===== src/rtl/vga_timing_gen_if.sv =====
// Raster timing bundle carried from vga_timing_gen to the pixel renderers.
// master = timing generator (drives everything); slave = renderer / VGA connector.
// Widths are fixed: 10-bit coordinates, 8-bit frame index.
interface vga_timing_gen_if;
   logic [9:0] DrawX;
   logic [9:0] DrawY;
   logic       blank;
   logic       hs;
   logic       vs;
   logic       sof;
   logic [7:0] frame_count;

   modport master (
      output DrawX, DrawY, blank, hs, vs, sof, frame_count
   );

   modport slave (
      input  DrawX, DrawY, blank, hs, vs, sof, frame_count
   );
endinterface


===== src/rtl/vga_timing_gen.sv =====
// VGA raster timing generator: free-running hc/vc counters with all outputs registered.
// Outputs are decoded from next-state counters, so they align with DrawX/DrawY (0 latency).
// Optional macro SYNC_DELAY_EN adds one register on hs/vs so they lag the coordinates by one clock.
module vga_timing_gen #(
   parameter int H_VISIBLE = 640,
   parameter int H_FRONT   = 16,
   parameter int H_SYNC    = 96,
   parameter int H_BACK    = 48,
   parameter int V_VISIBLE = 480,
   parameter int V_FRONT   = 10,
   parameter int V_SYNC    = 2,
   parameter int V_BACK    = 33,
   parameter bit HS_POL    = 1'b0,
   parameter bit VS_POL    = 1'b0
) (
   input  logic              vga_clk,
   input  logic              reset,
   vga_timing_gen_if.master  vga
);
   // Both totals must fit the 10-bit counters (<= 1024).
   localparam int H_TOTAL = H_VISIBLE + H_FRONT + H_SYNC + H_BACK;
   localparam int V_TOTAL = V_VISIBLE + V_FRONT + V_SYNC + V_BACK;

   localparam logic [9:0] H_LAST   = 10'(H_TOTAL - 1);
   localparam logic [9:0] V_LAST   = 10'(V_TOTAL - 1);
   localparam logic [9:0] H_VIS    = 10'(H_VISIBLE);
   localparam logic [9:0] V_VIS    = 10'(V_VISIBLE);
   localparam logic [9:0] HS_START = 10'(H_VISIBLE + H_FRONT);
   localparam logic [9:0] HS_END   = 10'(H_VISIBLE + H_FRONT + H_SYNC - 1);
   localparam logic [9:0] VS_START = 10'(V_VISIBLE + V_FRONT);
   localparam logic [9:0] VS_END   = 10'(V_VISIBLE + V_FRONT + V_SYNC - 1);

   logic [9:0] hc_q, hc_d;
   logic [9:0] vc_q, vc_d;
   logic [7:0] fc_q, fc_d;
   logic       blank_q, blank_d;
   logic       hs_q, hs_d;
   logic       vs_q, vs_d;
   logic       sof_q, sof_d;
   logic       wrap;

   // Next-state counters and output decode from the next-state position.
   always_comb begin
      hc_d    = hc_q + 10'd1;
      vc_d    = vc_q;
      fc_d    = fc_q;
      wrap    = (hc_q == H_LAST) && (vc_q == V_LAST);
      if (hc_q == H_LAST) begin
         hc_d = 10'd0;
         vc_d = (vc_q == V_LAST) ? 10'd0 : vc_q + 10'd1;
      end
      if (wrap) begin
         fc_d = fc_q + 8'd1;
      end
      blank_d = (hc_d < H_VIS) && (vc_d < V_VIS);
      hs_d    = ((hc_d >= HS_START) && (hc_d <= HS_END)) ? HS_POL : ~HS_POL;
      vs_d    = ((vc_d >= VS_START) && (vc_d <= VS_END)) ? VS_POL : ~VS_POL;
      sof_d   = wrap;
   end

   // Reset parks the raster on the last pixel of a frame so the first edge wraps to (0,0) with sof.
   always_ff @(posedge vga_clk or posedge reset) begin
      if (reset) begin
         hc_q    <= H_LAST;
         vc_q    <= V_LAST;
         fc_q    <= 8'hFF;
         blank_q <= 1'b0;
         hs_q    <= ~HS_POL;
         vs_q    <= ~VS_POL;
         sof_q   <= 1'b0;
      end else begin
         hc_q    <= hc_d;
         vc_q    <= vc_d;
         fc_q    <= fc_d;
         blank_q <= blank_d;
         hs_q    <= hs_d;
         vs_q    <= vs_d;
         sof_q   <= sof_d;
      end
   end

   assign vga.DrawX       = hc_q;
   assign vga.DrawY       = vc_q;
   assign vga.blank       = blank_q;
   assign vga.sof         = sof_q;
   assign vga.frame_count = fc_q;

`ifdef SYNC_DELAY_EN
   logic hs_dly_q;
   logic vs_dly_q;

   // Extra sync stage so hs/vs line up with renderers that register RGB one clock later.
   always_ff @(posedge vga_clk or posedge reset) begin
      if (reset) begin
         hs_dly_q <= ~HS_POL;
         vs_dly_q <= ~VS_POL;
      end else begin
         hs_dly_q <= hs_q;
         vs_dly_q <= vs_q;
      end
   end

   assign vga.hs = hs_dly_q;
   assign vga.vs = vs_dly_q;
`else
   assign vga.hs = hs_q;
   assign vga.vs = vs_q;
`endif
endmodule


===== src/flat_wrapper.sv =====
// flat-port wrapper written by rule: the top's interface ports become plain ports
module vga_timing_gen_flat 
#(
   parameter int H_VISIBLE = 640,
   parameter int H_FRONT   = 16,
   parameter int H_SYNC    = 96,
   parameter int H_BACK    = 48,
   parameter int V_VISIBLE = 480,
   parameter int V_FRONT   = 10,
   parameter int V_SYNC    = 2,
   parameter int V_BACK    = 33,
   parameter bit HS_POL    = 1'b0,
   parameter bit VS_POL    = 1'b0
)
  (vga_clk, reset, vga_DrawX, vga_DrawY, vga_blank, vga_hs, vga_vs, vga_sof, vga_frame_count);
  vga_timing_gen_if vga_i ();
  input  logic vga_clk;
  input  logic reset;
  output wire logic [$bits(vga_i.DrawX)-1:0] vga_DrawX;
  output wire logic [$bits(vga_i.DrawY)-1:0] vga_DrawY;
  output wire logic [$bits(vga_i.blank)-1:0] vga_blank;
  output wire logic [$bits(vga_i.hs)-1:0] vga_hs;
  output wire logic [$bits(vga_i.vs)-1:0] vga_vs;
  output wire logic [$bits(vga_i.sof)-1:0] vga_sof;
  output wire logic [$bits(vga_i.frame_count)-1:0] vga_frame_count;
  assign vga_DrawX = vga_i.DrawX;
  assign vga_DrawY = vga_i.DrawY;
  assign vga_blank = vga_i.blank;
  assign vga_hs = vga_i.hs;
  assign vga_vs = vga_i.vs;
  assign vga_sof = vga_i.sof;
  assign vga_frame_count = vga_i.frame_count;
  vga_timing_gen #(.H_VISIBLE(H_VISIBLE), .H_FRONT(H_FRONT), .H_SYNC(H_SYNC), .H_BACK(H_BACK), .V_VISIBLE(V_VISIBLE), .V_FRONT(V_FRONT), .V_SYNC(V_SYNC), .V_BACK(V_BACK), .HS_POL(HS_POL), .VS_POL(VS_POL)) u_core (.vga_clk(vga_clk), .reset(reset), .vga(vga_i));
endmodule

===== config.mk =====
export PLATFORM = sky130hd
export DESIGN_NAME = vga_timing_gen_flat
export DESIGN_NICKNAME = d
export VERILOG_FILES = /design/src/rtl/vga_timing_gen_if.sv /design/src/rtl/vga_timing_gen.sv /design/src/flat_wrapper.sv
export SDC_FILE = /design/constraint.sdc
export NUM_CORES = 1
export LEC_CHECK = 0
export ABC_AREA = 1
export CAP_MARGIN = 40
export CORE_ASPECT_RATIO = 0.7
export CORE_MARGIN = 3
export CORE_UTILIZATION = 56
export CTS_CLUSTER_SIZE = 24
export DETAILED_ROUTE_END_ITERATION = 8
export GPL_TIMING_DRIVEN = 1
export PLACE_DENSITY = 0.85
export SYNTH_ARGS = -nofsm -noshare
export SYNTH_HDL_FRONTEND = slang
export SYNTH_SLANG_ARGS = --single-unit

===== constraint.sdc =====
create_clock -name vga_clk -period 4.6 [get_ports vga_clk]
set_clock_uncertainty 0.15 [all_clocks]
set_input_delay 0.92 -clock vga_clk [delete_from_list [all_inputs] [get_ports vga_clk]]
set_output_delay 0.92 -clock vga_clk [all_outputs]
set_load 0.005 [all_outputs]

==> results.cfg <==
[clocking]
cts_tree = built
ctsRootBufferMaster = clkbuf_8
worst_skew_pair.late_latency_ns = 0.29
cts-buffers-inserted = 5
post_cts.repair.setup_buffers = 0
cts_hold_buffers = 0
cts_sinks = 32
cts.clk_slew.worst_paths_ns = 0.06
clock_tree_buf_depth = 2
cts_resized = 0
ctsHtreeMaxLevel = 2

[critical_path]
crit_path_max_incr_delay_ns = 0.59
cp_data_arrival_time_ns = 1.39
critical_path.cell_chain = clkdlybuf4s50_1
regToRegStartpoint = u_core.vga.DrawX[0]
startpoint_type = register
rr_worst_depth = 10
critPathCaptureType = output port
critical_path_buf_inv_count = 1
crit_path_max_fanout = 4
timing.critical_path.from = u_core.vga.frame_count[5]
crit_path_required_time_ns = 3.53
path_delay_family = flip-flops
slowest_stage = dfstp_2
cp.depth = 1
critical_path_capture_point = vga_frame_count[5]
path_class = reg2out
timing.rr.end = u_core.vga.blank
setup_slack_reg_to_reg_ns = 2.39

[route]
drc = 0
final_antenna_net_count = 0
detailedRoute.firstIterationViolations = 131
dr_total_vias = 1551
routed_via_density = 5.19
drt-wirelength-per-cell_um = 13.8
drt_pass1_iterations = 4
total_wire_length_after_detailed_routing_um = 4120

[global_route]
global_route.usage.total = 0.225
largest_net_degree_at_the_start_of_global_routing = 19
grt_pass1_wl_um = 6560
grt_pass1_vias = 1361
global_route.overflow_total = 0
antenna_found_initial = 0

[power_and_ir_drop]
psw_uw = 107
worst_ir_drop_vdd_mv = 0.160
p_clk_frac = 0.450
power-per-cell-area_nw_per_um2 = 225
p_sw_frac = 0.202
combPwrFrac = 0.016
total_leakage_power_nw = 1.16
p_int_uw = 421
power.sequential.fraction = 0.535

[layout]
layout.area.seq_um2 = 826
antenna-diode-count = 0
multi_input_comb_area_um2 = 872
finalCoreUtilization = 0.788
synthToLayoutAreaGrowth_pct = 26.1
number_of_fill_cells_in_the_layout = 205
layout.nets = 269
final_layout_size_suffix_gt1_frac = 0.202

[logic_synthesis]
synth_top_cell_by_area = dfstp_2
synthMuxAreaShare = 0
ys_async_sr_fraction = 1.00
share_of_synthesized_cell_area_in_and_or_nand_and_nor_gates = 0.353
synth-seq-area-share = 0.443
synth_warnings = 0
ys_seq_elements = 32
syn-mean-instance-area_um2 = 8.43
synthCells = 221
synth.top_cells.by_count = 52 x nand2_1, 39 x inv_1, 20 x dfstp_2, 19 x nand3_1, 19 x nor2_1
post_synth_fa_ha_maj_area_fraction = 0.0336
synth_xor_area_frac = 0.0423
synth_top_area_share = 0.282
post-synth-top-count-cell = nand2_1
synth_enable_flop_cells = 0
dominant_combinational_cell_family_by_area_after_synthesis = simple AND/OR/NAND/NOR gates
synthesis.nets = 228
synth_cell_type_count = 30
syn_area_um2 = 1860
synth_compound_gate_area_share = 0.0390
yosys_most_used_dff = dfstp_2
synth.area.top_cells = dfstp_2 28%, dfrtp_1 16%, nand2_1 10%, inv_1 7.9%, nand3_1 5.1%

[sta]
max_clock_freq_mhz = 406
final_critical_path_setup_slack_ns = 2.14
setup-tns-final_ns = 0
timing_max_transition_violations_final = 0
period_minus_slack_ns = 2.46
rsz0062_at_grt = false
max_slew.worst_pin.slew_ns = 0.626
timing.slew.headroom = 0.582
setup-violations-final = 0
fin_crit_sh = 0.536
timing.final.hold_violations = 0

[place]
gp_congestion = 0.842
place_ws_ns = 2.38
place.detailed.hpwl_um = 2970
port_buffers = 33

[die]
pin_count = 34
fp-row-count = 16
initial_core_utilization = 0.625
dieArea_um2 = 4070
chipWidth_um = 74.9
fp.coreArea_um2 = 2980
floorplan.die.height_um = 54.3

[run_status]
status = finished clean

[hold_path]
worst_hold_path_type = reg2reg

[run]
max_cap_viol_count = 0
power by group through the flow:
| stage | registers (mW) | logic [mW] | clock network, mW |
|---|---|---|---|
| 6_report | 0.282 | 0.00820 | 0.237 |
| 5_1_grt | 0.282 | 0.00915 | 0.251 |
| 4_1_cts | 0.282 | 0.00845 | 0.238 |
| 3_5_place_dp | 0.287 | 0.00841 | 0 |
| 3_3_place_gp | 0.287 | 0.00681 | 0 |
| 2_1_floorplan | 0.287 | 0.00401 | 0 |
state kept, by name, indices dropped and copies added (netlist names):
name / cells
u_core.vga.DrawX: 10
u_core.vga.DrawY: 10
u_core.vga.frame_count: 8
u_core.vga.blank: 1
u_core.vga.hs: 1
u_core.vga.sof: 1
u_core.vga.vs: 1
cells by family (layout without fill, tap and decap cells):
logic type,after synthesis,after routing
compound gates,12,12
xor+xnor,9,9
fa+ha+maj,5,5
buf+inv,42,84
flops,32,32
simple gates,121,121
final cells by class:
cell class                 count  area share
clock buffer                   8      0.0426
sequential                    32       0.351
inverter                      41      0.0655
tap                           36      0.0192
multi-input combinational    147       0.371
timing repair buffer          35       0.150
worst min-delay path by stage:
stage | from | end | cells past startpoint
floorplan | u_core.vga.frame_count[1] | u_core.vga.frame_count[1] | 2
global placement | u_core.vga.frame_count[1] | u_core.vga.frame_count[1] | 2
detailed placement | u_core.vga.frame_count[1] | u_core.vga.frame_count[1] | 2
CTS | u_core.vga.frame_count[1] | u_core.vga.frame_count[1] | 2
global route | u_core.vga.frame_count[1] | u_core.vga.frame_count[1] | 2
finish | u_core.vga.frame_count[1] | u_core.vga.frame_count[1] | 2
metrics by stage:
stage                     instance area, um^2  std cells  power, mW  hold slack, ns
after floorplan                          1860        221      0.291           0.317
after global placement                   2230        290      0.294           0.326
after detailed placement                 2250        291      0.295           0.339
after CTS                                2350        299      0.529           0.338
after global routing                     2350        299      0.543           0.366
final                                    2350        299      0.528           0.337
routing by layer:
metal | track usage | vias up | share of wire
met5 | 0 | - | 0
met4 | 0.0533 | 0 | 0.0056
met3 | 0.0587 | 5 | 0.057
met2 | 0.342 | 50 | 0.45
met1 | 0.324 | 727 | 0.49
li1 | - | 769 | -
layout by cell type, fill, tap and decap left out, drive strengths merged:
cell	count
nand2	56
inv	41
clkdlybuf4s50	33
nor2	27
nand3	23
dfstp	20
dfrtp	12
clkbuf	8
xor2	6
nand4	6
nor3	6
o21ai	6
ha	5
a21oi	4
xnor2	3
o21bai	2
or2	2
buf	2
nand3b	1
No activity file was read; power rests on OpenSTA's default activity.
